===== src/rtl/pc_fetch.sv =====
// Program-counter and instruction-fetch stage.
// Holds the fetch PC and issues one outstanding instruction-bus request at a time.
// It buffers the returned word for decode and stalls flow_ctrl through fetch_wait_o.
// Optional feature macro: PC_FETCH_BYPASS_EN. When it is defined, a live response
// is forwarded to inst_o in the same cycle it arrives, which saves one cycle of latency.
module pc_fetch #(
  parameter int unsigned              CPU_WIDTH    = 32,
  parameter int unsigned              FLOW_WIDTH   = 2,
  parameter logic [FLOW_WIDTH-1:0]    FLOW_STOP    = 'd0,
  parameter logic [FLOW_WIDTH-1:0]    FLOW_WORK    = 'd1,
  parameter logic [FLOW_WIDTH-1:0]    FLOW_REFRESH = 'd2,
  parameter logic [CPU_WIDTH-1:0]     RESET_PC     = '0,
  parameter logic [CPU_WIDTH-1:0]     NOP_INST     = 'h13
) (
  input  logic                  clk,
  input  logic                  rst_n,
  input  logic [FLOW_WIDTH-1:0] flow_pc_i,
  input  logic [CPU_WIDTH-1:0]  next_pc_i,
  input  logic                  next_pc_four_i,
  output logic                  ibus_req_o,
  output logic [CPU_WIDTH-1:0]  ibus_addr_o,
  input  logic                  ibus_gnt_i,
  input  logic                  ibus_rvalid_i,
  input  logic [CPU_WIDTH-1:0]  ibus_rdata_i,
  output logic [CPU_WIDTH-1:0]  inst_o,
  output logic [CPU_WIDTH-1:0]  inst_pc_o,
  output logic                  inst_valid_o,
  output logic                  fetch_wait_o
);

  typedef enum logic [1:0] {StIdle, StReq, StResp, StHold} state_e;

  state_e               state_q, state_d;
  logic [CPU_WIDTH-1:0] pc_q, pc_d;
  logic [CPU_WIDTH-1:0] inst_q, inst_d;
  logic [CPU_WIDTH-1:0] inst_pc_q, inst_pc_d;
  logic                 discard_q, discard_d;

  logic redirect, advance, refresh, bypass_hit;

  // Flow command decode and optional same-cycle forwarding of a live response
  always_comb begin
    redirect = (flow_pc_i == FLOW_WORK) & ~next_pc_four_i;
    refresh  = (flow_pc_i == FLOW_REFRESH);
`ifdef PC_FETCH_BYPASS_EN
    // A redirect drops the word, so it must never appear as valid
    bypass_hit = (state_q == StResp) & ibus_rvalid_i & ~discard_q & ~redirect;
`else
    bypass_hit = 1'b0;
`endif
    inst_valid_o = (state_q == StHold) | bypass_hit;
    advance      = (flow_pc_i == FLOW_WORK) & next_pc_four_i & inst_valid_o;
  end

  // Output drive; a NOP is shown whenever nothing valid is held
  always_comb begin
    ibus_req_o   = (state_q == StReq);
    ibus_addr_o  = pc_q;
    fetch_wait_o = ~inst_valid_o;
    if (bypass_hit) begin
      inst_o    = ibus_rdata_i;
      inst_pc_o = pc_q;
    end else if (state_q == StHold) begin
      inst_o    = inst_q;
      inst_pc_o = inst_pc_q;
    end else begin
      inst_o    = NOP_INST;
      inst_pc_o = inst_pc_q;
    end
  end

  // Next-state: redirect wins over everything, then advance, then refresh
  always_comb begin
    state_d   = state_q;
    pc_d      = pc_q;
    discard_d = discard_q;
    inst_d    = inst_q;
    inst_pc_d = inst_pc_q;
    unique case (state_q)
      StIdle: state_d = StReq;
      StReq: begin
        if (redirect) pc_d = next_pc_i;
        if (ibus_gnt_i) begin
          state_d   = StResp;
          // A grant for the old address is still answered; drop that answer
          discard_d = redirect;
        end
      end
      StResp: begin
        if (redirect) begin
          pc_d = next_pc_i;
          if (ibus_rvalid_i) begin
            discard_d = 1'b0;
            state_d   = StReq;
          end else begin
            discard_d = 1'b1;
          end
        end else if (ibus_rvalid_i) begin
          if (discard_q) begin
            discard_d = 1'b0;
            state_d   = StReq;
          end else begin
`ifdef PC_FETCH_BYPASS_EN
            if (advance) begin
              pc_d    = pc_q + CPU_WIDTH'(4);
              state_d = StReq;
            end else begin
              inst_d    = ibus_rdata_i;
              inst_pc_d = pc_q;
              state_d   = StHold;
            end
`else
            inst_d    = ibus_rdata_i;
            inst_pc_d = pc_q;
            state_d   = StHold;
`endif
          end
        end
      end
      StHold: begin
        if (redirect) begin
          pc_d    = next_pc_i;
          state_d = StReq;
        end else if (advance) begin
          pc_d    = pc_q + CPU_WIDTH'(4);
          state_d = StReq;
        end else if (refresh) begin
          state_d = StReq;
        end
      end
      default: state_d = StIdle;
    endcase
  end

  // State registers with asynchronous active-low reset
  always_ff @(posedge clk or negedge rst_n) begin
    if (!rst_n) begin
      state_q   <= StIdle;
      pc_q      <= RESET_PC;
      discard_q <= 1'b0;
      inst_q    <= NOP_INST;
      inst_pc_q <= RESET_PC;
    end else begin
      state_q   <= state_d;
      pc_q      <= pc_d;
      discard_q <= discard_d;
      inst_q    <= inst_d;
      inst_pc_q <= inst_pc_d;
    end
  end

endmodule


===== config.mk =====
export PLATFORM = sky130hd
export DESIGN_NAME = pc_fetch
export DESIGN_NICKNAME = d
export VERILOG_FILES = /design/src/rtl/pc_fetch.sv
export SDC_FILE = /design/constraint.sdc
export NUM_CORES = 1
export LEC_CHECK = 0
export ABC_AREA = 1
export CAP_MARGIN = 10
export CORE_MARGIN = 2
export CORE_UTILIZATION = 50
export DETAILED_ROUTE_END_ITERATION = 7
export GPL_ROUTABILITY_DRIVEN = 0
export PLACE_DENSITY_LB_ADDON = 0.25
export SETUP_SLACK_MARGIN = 0.15
export SYNTH_ARGS = -nofsm -noshare
export SYNTH_HDL_FRONTEND = slang
export SYNTH_SLANG_ARGS = --single-unit

===== constraint.sdc =====
create_clock -name clk -period 2.75 [get_ports clk]
set_input_delay 0.55 -clock clk [delete_from_list [all_inputs] [get_ports clk]]
set_output_delay 0.55 -clock clk [all_outputs]
set_load 0.1 [all_outputs]

---- Word-level counts from Yosys, hierarchy flattened ----
Cells that the tools add are included.
word-level totals
  register bits after elaboration ......... 99
  bits of input ports ..................... 71
  output and inout port bits .............. 99
  logic and storage cells ................. 51
cells by class
  $add $sub $neg .......................... 1
  equal/unequal tests ..................... 11
  mux-type cells .......................... 19
  bitwise gates (word level) .............. 7
  reductions and logical operators ........ 8
operators by type and width
  operator                                       number
  2-to-1 mux 32 bit                              4
  case mux 32 bit (2 select lines)               1
  adder 32 x 3 -> 32 bit, second input constant  1
  2-to-1 mux 2 bit                               8
  AND reduction 3 bit                            3
  case mux 2 bit (4 select lines)                1
  == test 2 bit, second input constant           3
  == test 2 x 1 -> 1 bit, second input constant  2
  2-to-1 mux 1 bit                               4
  != test 2 x 1 -> 1 bit, second input constant  2
  != test 4 x 1 -> 1 bit, second input constant  1
  NOT 1 bit                                      4
  AND reduction 4 bit                            1
  nonzero test 2 bit                             2
  AND 1 bit                                      3
  != test 3 x 1 -> 1 bit, second input constant  1
  != test 3 bit, second input constant           1
  logical NOT 2 bit                              1
  != test 2 bit, second input constant           1
  case mux 1 bit (2 select lines)                1
  OR reduction 2 bit                             1

---- Longest topological paths before layout ----
Gate-level depths: netlist of the first run.
  depth after elaboration ................. 6
  gate-level depth with buffers ........... 11
  depth with buffers taken out ............ 11

---- Worst setup path after synthesis of the first run ----
Ideal clock, no wire load.
  path type ............................... register to output
  start point ............................. register state_q[0]
  end point ............................... output port inst_o[21]
  data arrival time ....................... 2.533 ns
  required time ........................... 2.200 ns
  setup slack ............................. -0.333 ns
  stages on the path, launching flop included .. 6
  buffers on the path ..................... 2
  cells stage by stage .................... dfrtp_1 ha_1 clkbuf_1 buf_2 nand2_1 inv_1
on the way
  word-level cells in the longest chain between the ends .. 2
ends and longest elaborated chain
  item                    RTL line  RTL
  from (decl)             33        state_e state_q, state_d;
  from (signal assigned)  138       state_q <= StIdle;
  from (signal assigned)  144       state_q <= state_d;
  == test 2 bit           n/a
  named net inst_valid_o  27        output logic inst_valid_o,
  2-to-1 mux 32 bit       63        end else if (state_q == StHold) begin
  to (decl)               25        output logic [CPU_WIDTH-1:0] inst_o,
The timed path passes the listed nets, and every way through them passes these cells.

---- Worst setup path in the final report of the first run ----
  start point ............................. register state_q[0]
  end point ............................... output port inst_o[24]
on the way
  word-level cells in the longest chain between the ends .. 2
ends and longest elaborated chain
  item               RTL line
  == test 2 bit      63
  2-to-1 mux 32 bit  63
No other way between the ends.

==> results of run 1 <==
==> logic make-up after synthesis <==
family | Yosys count
AO/OA/AOI/OAI | 79
XOR/XNOR | 2
adder cells (fa/ha/maj) | 6
buffers and inverters | 105
flip-flops | 99
multiplexers | 35
AND/OR/NAND/NOR | 344
==> path summary, 6_finish.rpt <==
check | from | end | slack (ns) | cells past startpoint
max | state_q[0]$_DFFE_PN0P_ | inst_o[24] | 0.29 | 5
min | rst_n | inst_q[14]$_DFFE_PN0P_ | 0.17 | 1
max reg2reg | state_q[0]$_DFFE_PN0P_ | inst_pc_o[30]$_DFFE_PN0P_ | 0.51 | 8
min reg2reg | inst_pc_o[14]$_DFFE_PN0P_ | inst_pc_o[14]$_DFFE_PN0P_ | 0.50 | 2
max in group asynchronous | rst_n | inst_q[24]$_DFFE_PN0P_ | 1.88 | 2
min in group clk | inst_pc_o[14]$_DFFE_PN0P_ | inst_pc_o[14]$_DFFE_PN0P_ | 0.50 | 2
==> synthesized netlist by cell type (all sizes together) (5+ instances only) <==
library cell,number
mux2,35
a21oi,13
nand3,35
nor2,94
o21ai,58
buf,18
inv,81
clkbuf,6
dfrtp,96
or2,5
ha,6
nand2,206
==> layout by cell type, fill, tap and decap left out, drive strengths merged <==
cell	count
o21bai	2
a21oi	13
nand3b	1
nand3	35
clkinvlp	12
bufinv	3
o32ai	1
nor2	94
o211ai	1
ha	6
inv	73
clkbuf	9
clkdlybuf4s50	69
or2	5
buf	108
a31oi	1
xor2	2
nand2	206
o22ai	3
dfstp	3
o21ai	58
dfrtp	96
mux2	35
nand4	3
==> layer usage <==
metal | global-route usage (%) | wire [um] | share of wire (%) | vias up
met4 | 8.26 | 286 | 1.9 | 0
met2 | 42.9 | 7090 | 48 | 243
met1 | 35.8 | 6200 | 42 | 2381
met3 | 5.09 | 1150 | 7.8 | 26
li1 | - | - | - | 2420
met5 | 0 | 0 | 0 | -
==> flip-flops by register name (all words and copies together), names as in the netlist <==
name         count
ibus_addr_o     32
discard_q        1
inst_q          32
inst_pc_o       32
state_q          2
==> metrics by stage <==
step	hold slack, ns	cells
after global routing	0.204	975
after CTS	0.172	975
final	0.170	975
after global placement	0.471	959
after detailed placement	0.477	959
after floorplan	0.254	670
==> area by class of cell <==
type / count / share of cell area, %
tap: 136 / 2.27
clock buffer: 9 / 1.65
multi-input combinational: 466 / 31.0
timing repair buffer: 177 / 25.9
inverter: 81 / 4.55
sequential: 99 / 33.1
clock inverter: 7 / 1.63
==> impl_metrics.tcl, run 1 <==
set metrics [dict create \
    fin_area_sq_um 7500 \
    synth_top_area_cell "dfrtp_1" \
    crit_buf_inv 3 \
    synth_top_family_by_area "simple AND/OR/NAND/NOR gates" \
    synthDistinctLibCells 32 \
    hold_viol 0 \
    yosysWarnings 0 \
    synth_area_per_cell_sq_um 7.84 \
    ys_ff_latch 99 \
    crit_path_top_delay_cell "dfrtp_1" \
    start_util_pct 51.1 \
    worstPathArrival_ns 1.91 \
    antenna_found_initial 0 \
    placed_area_sq_um 7260 \
    max_slew.worst_pin.slew_ns 0.688 \
    clkSlewWorstSetupHoldPaths_ns 0.10 \
    clockBufferDepth 2 \
    finish.utilization_pct 73.0 \
    netlist_instances 670 \
    finalClockSkew_ns 0.0103 \
    vias_per_cell 5.20 \
    min_period_ns 2.46 \
    multi_input_area_sq_um 2320 \
    max_freq_mhz 407 \
    yosys.area_share.simple_pct 26.8 \
    finalNetCount 911 \
    dieWidth_um 106 \
    critical-path-max-stage-delay_ns 0.44 \
    setup_viol 0 \
    nFillCells 787 \
    clk_latency_ns 0.38 \
    numCtsBuffers 9 \
    cap_violations 0 \
    synth_fa_ha_area_share_pct 1.43 \
    postCtsHoldBufs 0 \
    hpwlAfterDp_um 11000 \
    min_period_over_period_pct 89.3 \
    grt_pass1_wl_um 23600 \
    drt_iter0_drc 295 \
    io_pins 170 \
    synthArstFlopShare_pct 100 \
    clockRootBuffer "clkbuf_8" \
    num_vias 5070 \
    first_pass_iters 5 \
    slew_headroom_pct 54.1 \
    cp-end-kind "primary output" \
    synth_top_area_share_pct 45.7 \
    synth-main-ff-cell "dfrtp_1" \
    synth_mux_area_share_pct 7.51 \
    yosysSeqAreaShare_pct 47.2 \
    io_buffers 169 \
    worstSetupPathType "register to primary output" \
    rsz0062_at_grt "no" \
    syn_area_sq_um 5250 \
    cpLargestDelayFamily "buffers and inverters" \
    dp_slack_ns 0.218 \
    syn_nets 747 \
    synth-edff-count 0 \
    drv_slew 0 \
    cp-start-kind "register" \
    hp-class "input pin to asynchronous set/reset pin" \
    fp.dieH_um 106 \
    die_area_sq_um 11300 \
    routed_wl_um 14700 \
    cts_setup_buffers 0 \
    cts.sinks 99 \
    synth_area_leaders "dfrtp_1 (46%), nand2_1 (15%), mux2_2 (6.9%), nor2_1 (6.5%), inv_1 (5.5%)" \
    wl_per_cell_um 15.1 \
    crit_chain "ha_2, buf_4, nand2_1, clkinvlp_4, buf_12" \
    syn2layout_area_growth_pct 42.9 \
    cts_resized 0 \
    ff_latch_area_sq_um 2480 \
    grt_pass1_vias 4793 \
    cp_data_required_time_ns 2.20 \
    grt_overflow 0 \
    track_usage_pct 26.4 \
    fin_ws_ns 0.295 \
    cts_max_level 3 \
    cts_tree "done" \
    coreArea_sq_um 10300 \
    cp_max_fo 29 \
    n_antenna_cell 0 \
    synthXorXnorAreaFrac_pct 0.334 \
    synth_compound_area_share_pct 8.01 \
    status "completed" \
    drc 0 \
    drtAntennaViolNets 0 \
    layout-drive-gt1-share_pct 22.5 \
    grt_max_degree 58 \
    num_rows 37 \
    fin_tns_setup_ns 0 \
]
Power of run 1 is not shown: default switching activity piles up to over one toggle a cycle in this logic, so the estimate is an artifact.
==> run 2, diff against run 1 <==
Settings changed: ABC_AREA 1 to 0, CORE_UTILIZATION 50 to 46.
Clock period 2.75 ns to 2.49 ns, I/O delays scaled along.
==> run 2 against run 1 <==
  * Critical path depth up 1
  * Global-route usage down 2.1 points
  * Wire length down 8.2%
  * Register-to-register slack worse by 0.27 ns
  * Clock skew up 0.00087 ns
  * Cell area down 3.5%
  * Sequential share of layout area up 1.5 points
  * Hold slack worse by 0.11 ns
  * Cell count down 22%
  * Worst setup slack worse by 0.051 ns
  * Via count down 14%
  * Core utilization down 2.6 points
  * Largest cell class unchanged
==> impl_metrics.tcl, run 2 <==
set metrics [dict create \
    yosysWarnings 0 \
    min_period_ns 2.25 \
    slew_headroom_pct 68.4 \
    met2WireLength_um 6700 \
    antenna_found_initial 0 \
    hp-class "input pin to asynchronous set/reset pin" \
    drtAntennaViolNets 0 \
    layout-drive-gt1-share_pct 41.2 \
    first_pass_iters 5 \
    finalClockSkew_ns 0.0112 \
    crit_buf_inv 0 \
    drv_slew 0 \
    clockBufferDepth 2 \
    die_area_sq_um 11400 \
    clk_latency_ns 0.37 \
    track_usage_pct 24.2 \
    crit_chain "ha_1, nand3_1, or3_4, or4_4, o32ai_1, o21ba_2" \
    cts.sinks 99 \
    m1WireLength_um 5560 \
    start_util_pct 47.3 \
    n_antenna_cell 0 \
    synth_area_leaders "dfrtp_1 (49%), mux2_2 (15%), and2_1 (3.9%), a21oi_1 (2.9%), nand2_1 (2.1%)" \
    io_buffers 169 \
    worstSetupPathType "register to register" \
    grt_pass1_wl_um 21800 \
    synth-edff-count 0 \
    num_vias 4340 \
    syn2layout_area_growth_pct 48.7 \
    num_rows 37 \
    syn_nets 529 \
    hpwlAfterDp_um 9850 \
    synth_top_area_cell "dfrtp_1" \
    worstPathArrival_ns 2.50 \
    postCtsHoldBufs 0 \
    grt_max_degree 52 \
    yosys-top-cells-count "dfrtp_1 (96), mux2_2 (66), and2_1 (30)" \
    setup_viol 0 \
    wl_met3_um 876 \
    cp-start-kind "register" \
    syn_area_sq_um 4870 \
    coreArea_sq_um 10300 \
    routed_wl_um 13500 \
    hold_viol 0 \
    cpLargestDelayFamily "simple AND/OR/NAND/NOR gates" \
    synthArstFlopShare_pct 100 \
    synth-main-ff-cell "dfrtp_1" \
    top_layer_used "met4" \
    cts_tree "done" \
    ys_ff_latch 99 \
    final_common_cell "buf_4" \
    cts_max_level 3 \
    critical-path-max-stage-delay_ns 0.53 \
    cp-end-kind "register" \
    cap_violations 0 \
    clkSlewWorstSetupHoldPaths_ns 0.09 \
    vias_per_cell 5.68 \
    netlist_instances 452 \
    grt_pass1_vias 4181 \
    clockRootBuffer "clkbuf_8" \
    numCtsBuffers 9 \
    finalNetCount 700 \
    drt_iter0_drc 322 \
    cp_data_required_time_ns 2.75 \
    fp.dieH_um 107 \
    max_freq_mhz 445 \
    synthDistinctLibCells 52 \
    status "completed" \
    cp_max_fo 6 \
    yosysSeqAreaShare_pct 51.0 \
    synth_top_area_share_pct 49.4 \
    final_cell_mix "buf_4 (83), dfrtp_1 (82), clkdlybuf4s50_1 (69), mux2_2 (66), buf_12 (35)" \
    io_pins 170 \
    grt_overflow 0 \
    rsz0062_at_grt "no" \
    wl_per_cell_um 17.7 \
    synth.most_common_cell "dfrtp_1" \
    drc 0 \
    crit_path_top_delay_cell "or4_4" \
    max_slew.worst_pin.slew_ns 0.471 \
    dieWidth_um 107 \
    fin_tns_setup_ns 0 \
    min_period_over_period_pct 90.2 \
    synth_area_per_cell_sq_um 10.8 \
    nFillCells 760 \
]
-- run 2: cell count changes in the layout (fill, tap and decap cells not counted), sizes merged, moves of 16 or more --
cell	change
nand3	-16
inv	-67
and2	+30
nor3	+20
nor2	-71
o21ai	-42
mux2	+31
nand2	-179
-- run 2: final timing paths --
| path | start | endpoint | slack [ns] | cells after the start |
|---|---|---|---|---|
| worst max-delay path | ibus_addr_o[2]$_DFFE_PN0P_ | ibus_addr_o[24]$_DFFE_PN0P_ | 0.24 | 6 |
| worst min-delay path | rst_n | inst_pc_o[0]$_DFFE_PN0P_ | 0.06 | 1 |
| worst max register to register | ibus_addr_o[2]$_DFFE_PN0P_ | ibus_addr_o[24]$_DFFE_PN0P_ | 0.24 | 6 |
| worst min register to register | inst_q[3]$_DFFE_PN0P_ | inst_q[3]$_DFFE_PN0P_ | 0.51 | 1 |
| max in group asynchronous | rst_n | inst_q[4]$_DFFE_PN1P_ | 1.76 | 2 |
| min in group clk | inst_q[3]$_DFFE_PN0P_ | inst_q[3]$_DFFE_PN0P_ | 0.51 | 1 |
-- run 2: final cells by class --
cell class | count | area (sq um) | share of cell area [%]
clock buffers | 14 | 153 | 2.11
clock inverters | 2 | 35.0 | 0.484
inverters | 7 | 30.0 | 0.415
multi-input cells | 319 | 2330 | 32.2
flip-flops and latches | 99 | 2500 | 34.6
well taps | 136 | 170 | 2.35
repair buffers | 187 | 2010 | 27.8
-- run 2: repair_timing --
item / CTS / global route
setup buffers: 0 / 1
endpoints found under the setup margin: 0 / 16
resized for setup: 0 / 2
-- run 2: kinds of logic (layout without fill, tap and decap cells) --
logic type,after synthesis,in the layout,synth area share (%)
buf+inv,34,210,2.67
fa+ha+maj,6,6,1.54
compound gates,85,85,11.2
flops,99,99,51.0
simple gates,160,160,18.0
xor+xnor,1,1,0.180
mux,67,67,15.5
-- run 2: worst reg2reg max path: cells and delay by family (launching register included) --
kind | cells | cell delay [ns]
DFF | 1 | 0.46
and+or+nand+nor | 3 | 1.17
AOI/OAI and AO/OA | 2 | 0.32
adders and majority gates | 1 | 0.19
-- run 2: stage by stage --
stage	hold slack, ns	cells	setup slack [ns]	util, %	area [sq um]
after floorplan	0.202	452	0.152	-	4950
after CTS	0.0625	763	0.181	70.3	7220
final	0.0601	764	0.244	70.4	7240
after detailed placement	0.467	747	0.0700	68.4	7030
after global routing	0.0899	764	0.172	70.4	7240
after global placement	0.466	747	0.169	68.4	7030
-- run 2: metal layers --
layer,vias up,global-route usage [%]
li1,1990,-
met1,2118,33.4
met5,-,0
met2,205,38.4
met4,0,11.1
met3,27,3.04
Power of run 2 is left out for the same reason.
==> run 3, diff against run 2 <==
Settings changed: HOLD_SLACK_MARGIN set to 0.08.
==> run 3 against run 2 <==
  * Cell count up 0.13%
  * Non-clock buffer count up 1
  * Sequential cell count unchanged
  * Hold slack better by 0.45 ns
  * Core utilization up 0.097 points
  * Cell area up 0.14%
  * Via count up 0.69%
  * Die area unchanged
  * Clock-buffer cell count unchanged
  * First-iteration DRC count unchanged
  * Global-route usage about the same
  * Register-to-register slack about the same
  * Critical path type unchanged
==> impl_metrics.tcl, run 3 (synthesis gave the netlist of run 2 again) <==
set metrics [dict create \
    layout-drive-gt1-share_pct 41.2 \
    status "completed" \
    die_area_sq_um 11400 \
    first_pass_iters 5 \
    max_slew.worst_pin.slew_ns 0.482 \
    syn2layout_area_growth_pct 48.9 \
    dieWidth_um 107 \
    vias_per_cell 5.71 \
    slew_headroom_pct 67.6 \
    n_antenna_cell 0 \
    min_period_ns 2.25 \
    grt_overflow 0 \
    fin_tns_setup_ns 0 \
    fp.dieH_um 107 \
    drv_slew 0 \
    critical-path-max-stage-delay_ns 0.53 \
    final_cell_mix "buf_4 (83), dfrtp_1 (82), clkdlybuf4s50_1 (69), mux2_2 (66), buf_12 (35)" \
    start_util_pct 47.3 \
    routed_wl_um 13600 \
    track_usage_pct 24.3 \
    coreArea_sq_um 10300 \
    cp_data_required_time_ns 2.75 \
    finalNetCount 701 \
    cp_max_fo 6 \
    final_common_cell "buf_4" \
    hpwlAfterDp_um 9850 \
    worstSetupPathType "register to register" \
    rsz0062_at_grt "no" \
    num_rows 37 \
    clockBufferDepth 2 \
    drt_iter0_drc 322 \
    grt_pass1_wl_um 21800 \
    max_freq_mhz 445 \
    numCtsBuffers 9 \
    clk_latency_ns 0.37 \
    num_vias 4370 \
    worstPathArrival_ns 2.50 \
    wl_per_cell_um 17.7 \
    cts.sinks 99 \
    crit_chain "ha_1, nand3_1, or3_4, or4_4, o32ai_1, o21ba_2" \
    crit_path_top_delay_cell "or4_4" \
    min_period_over_period_pct 90.2 \
    io_pins 170 \
    clockRootBuffer "clkbuf_8" \
    cap_violations 0 \
    setup_viol 0 \
    antenna_found_initial 0 \
    finalClockSkew_ns 0.0112 \
    hp-class "register to register" \
    io_buffers 169 \
    drtAntennaViolNets 0 \
    clkSlewWorstSetupHoldPaths_ns 0.08 \
    cp-end-kind "register" \
    hold_viol 0 \
    grt_pass1_vias 4184 \
    cts_max_level 3 \
    grt_max_degree 52 \
    cts_tree "done" \
    drc 0 \
    cp-start-kind "register" \
]
[run 3: final cells by class]
class / instances / area [sq um]
fillers: 759 / 3030
clock inverters: 2 / 35.0
clock buffers: 14 / 153
repair buffers: 188 / 2020
inverters: 7 / 30.0
flip-flops and latches: 99 / 2500
well taps: 136 / 170
multi-input cells: 319 / 2330
[run 3: repair_timing]
item                                    in CTS  in global routing
hold buffers                                 1                  0
resized for setup                            0                  2
buffers inserted                             0                  1
endpoints found under the setup margin       0                 16
endpoints found under the hold margin       29                  0
[run 3: final timing paths]
kind / startpoint / depth (start not counted) / end / slack, ns
worst max-delay path: ibus_addr_o[2]$_DFFE_PN0P_ / 6 / ibus_addr_o[24]$_DFFE_PN0P_ / 0.24
worst min-delay path: inst_q[3]$_DFFE_PN0P_ / 1 / inst_q[3]$_DFFE_PN0P_ / 0.51
worst max register to register: ibus_addr_o[2]$_DFFE_PN0P_ / 6 / ibus_addr_o[24]$_DFFE_PN0P_ / 0.24
worst min register to register: inst_q[3]$_DFFE_PN0P_ / 1 / inst_q[3]$_DFFE_PN0P_ / 0.51
max in group asynchronous: rst_n / 3 / inst_q[4]$_DFFE_PN1P_ / 1.22
min in group asynchronous: rst_n / 2 / inst_pc_o[7]$_DFFE_PN0P_ / 0.61
[run 3: worst max-delay path: cells and delay by family, from the launching register on]
kind                       cells  cell delay [ns]
AOI/OAI and AO/OA              2             0.33
adders and majority gates      1             0.19
DFF                            1             0.46
and+or+nand+nor                3             1.17
[run 3: per-stage QoR]
step	utilization (%)	cell area, sq um	std cells	hold slack, ns	setup WS, ns
floorplan	-	4950	452	0.202	0.152
global placement	68.4	7030	747	0.466	0.169
detailed placement	68.4	7030	747	0.467	0.0700
CTS	70.4	7230	764	0.508	0.181
global route	70.5	7250	765	0.517	0.172
finish	70.5	7250	765	0.506	0.245
[run 3: per-layer routing]
layer / wire length (um) / up-vias / GRT usage, % / share of wire [%]
met5: 0 / - / 0 / 0
met4: 407 / 0 / 11.1 / 3.0
met3: 837 / 34 / 3.04 / 6.2
met2: 6610 / 221 / 38.4 / 49
met1: 5700 / 2123 / 33.4 / 42
li1: - / 1992 / - / -
Power of run 3 is left out for the same reason.
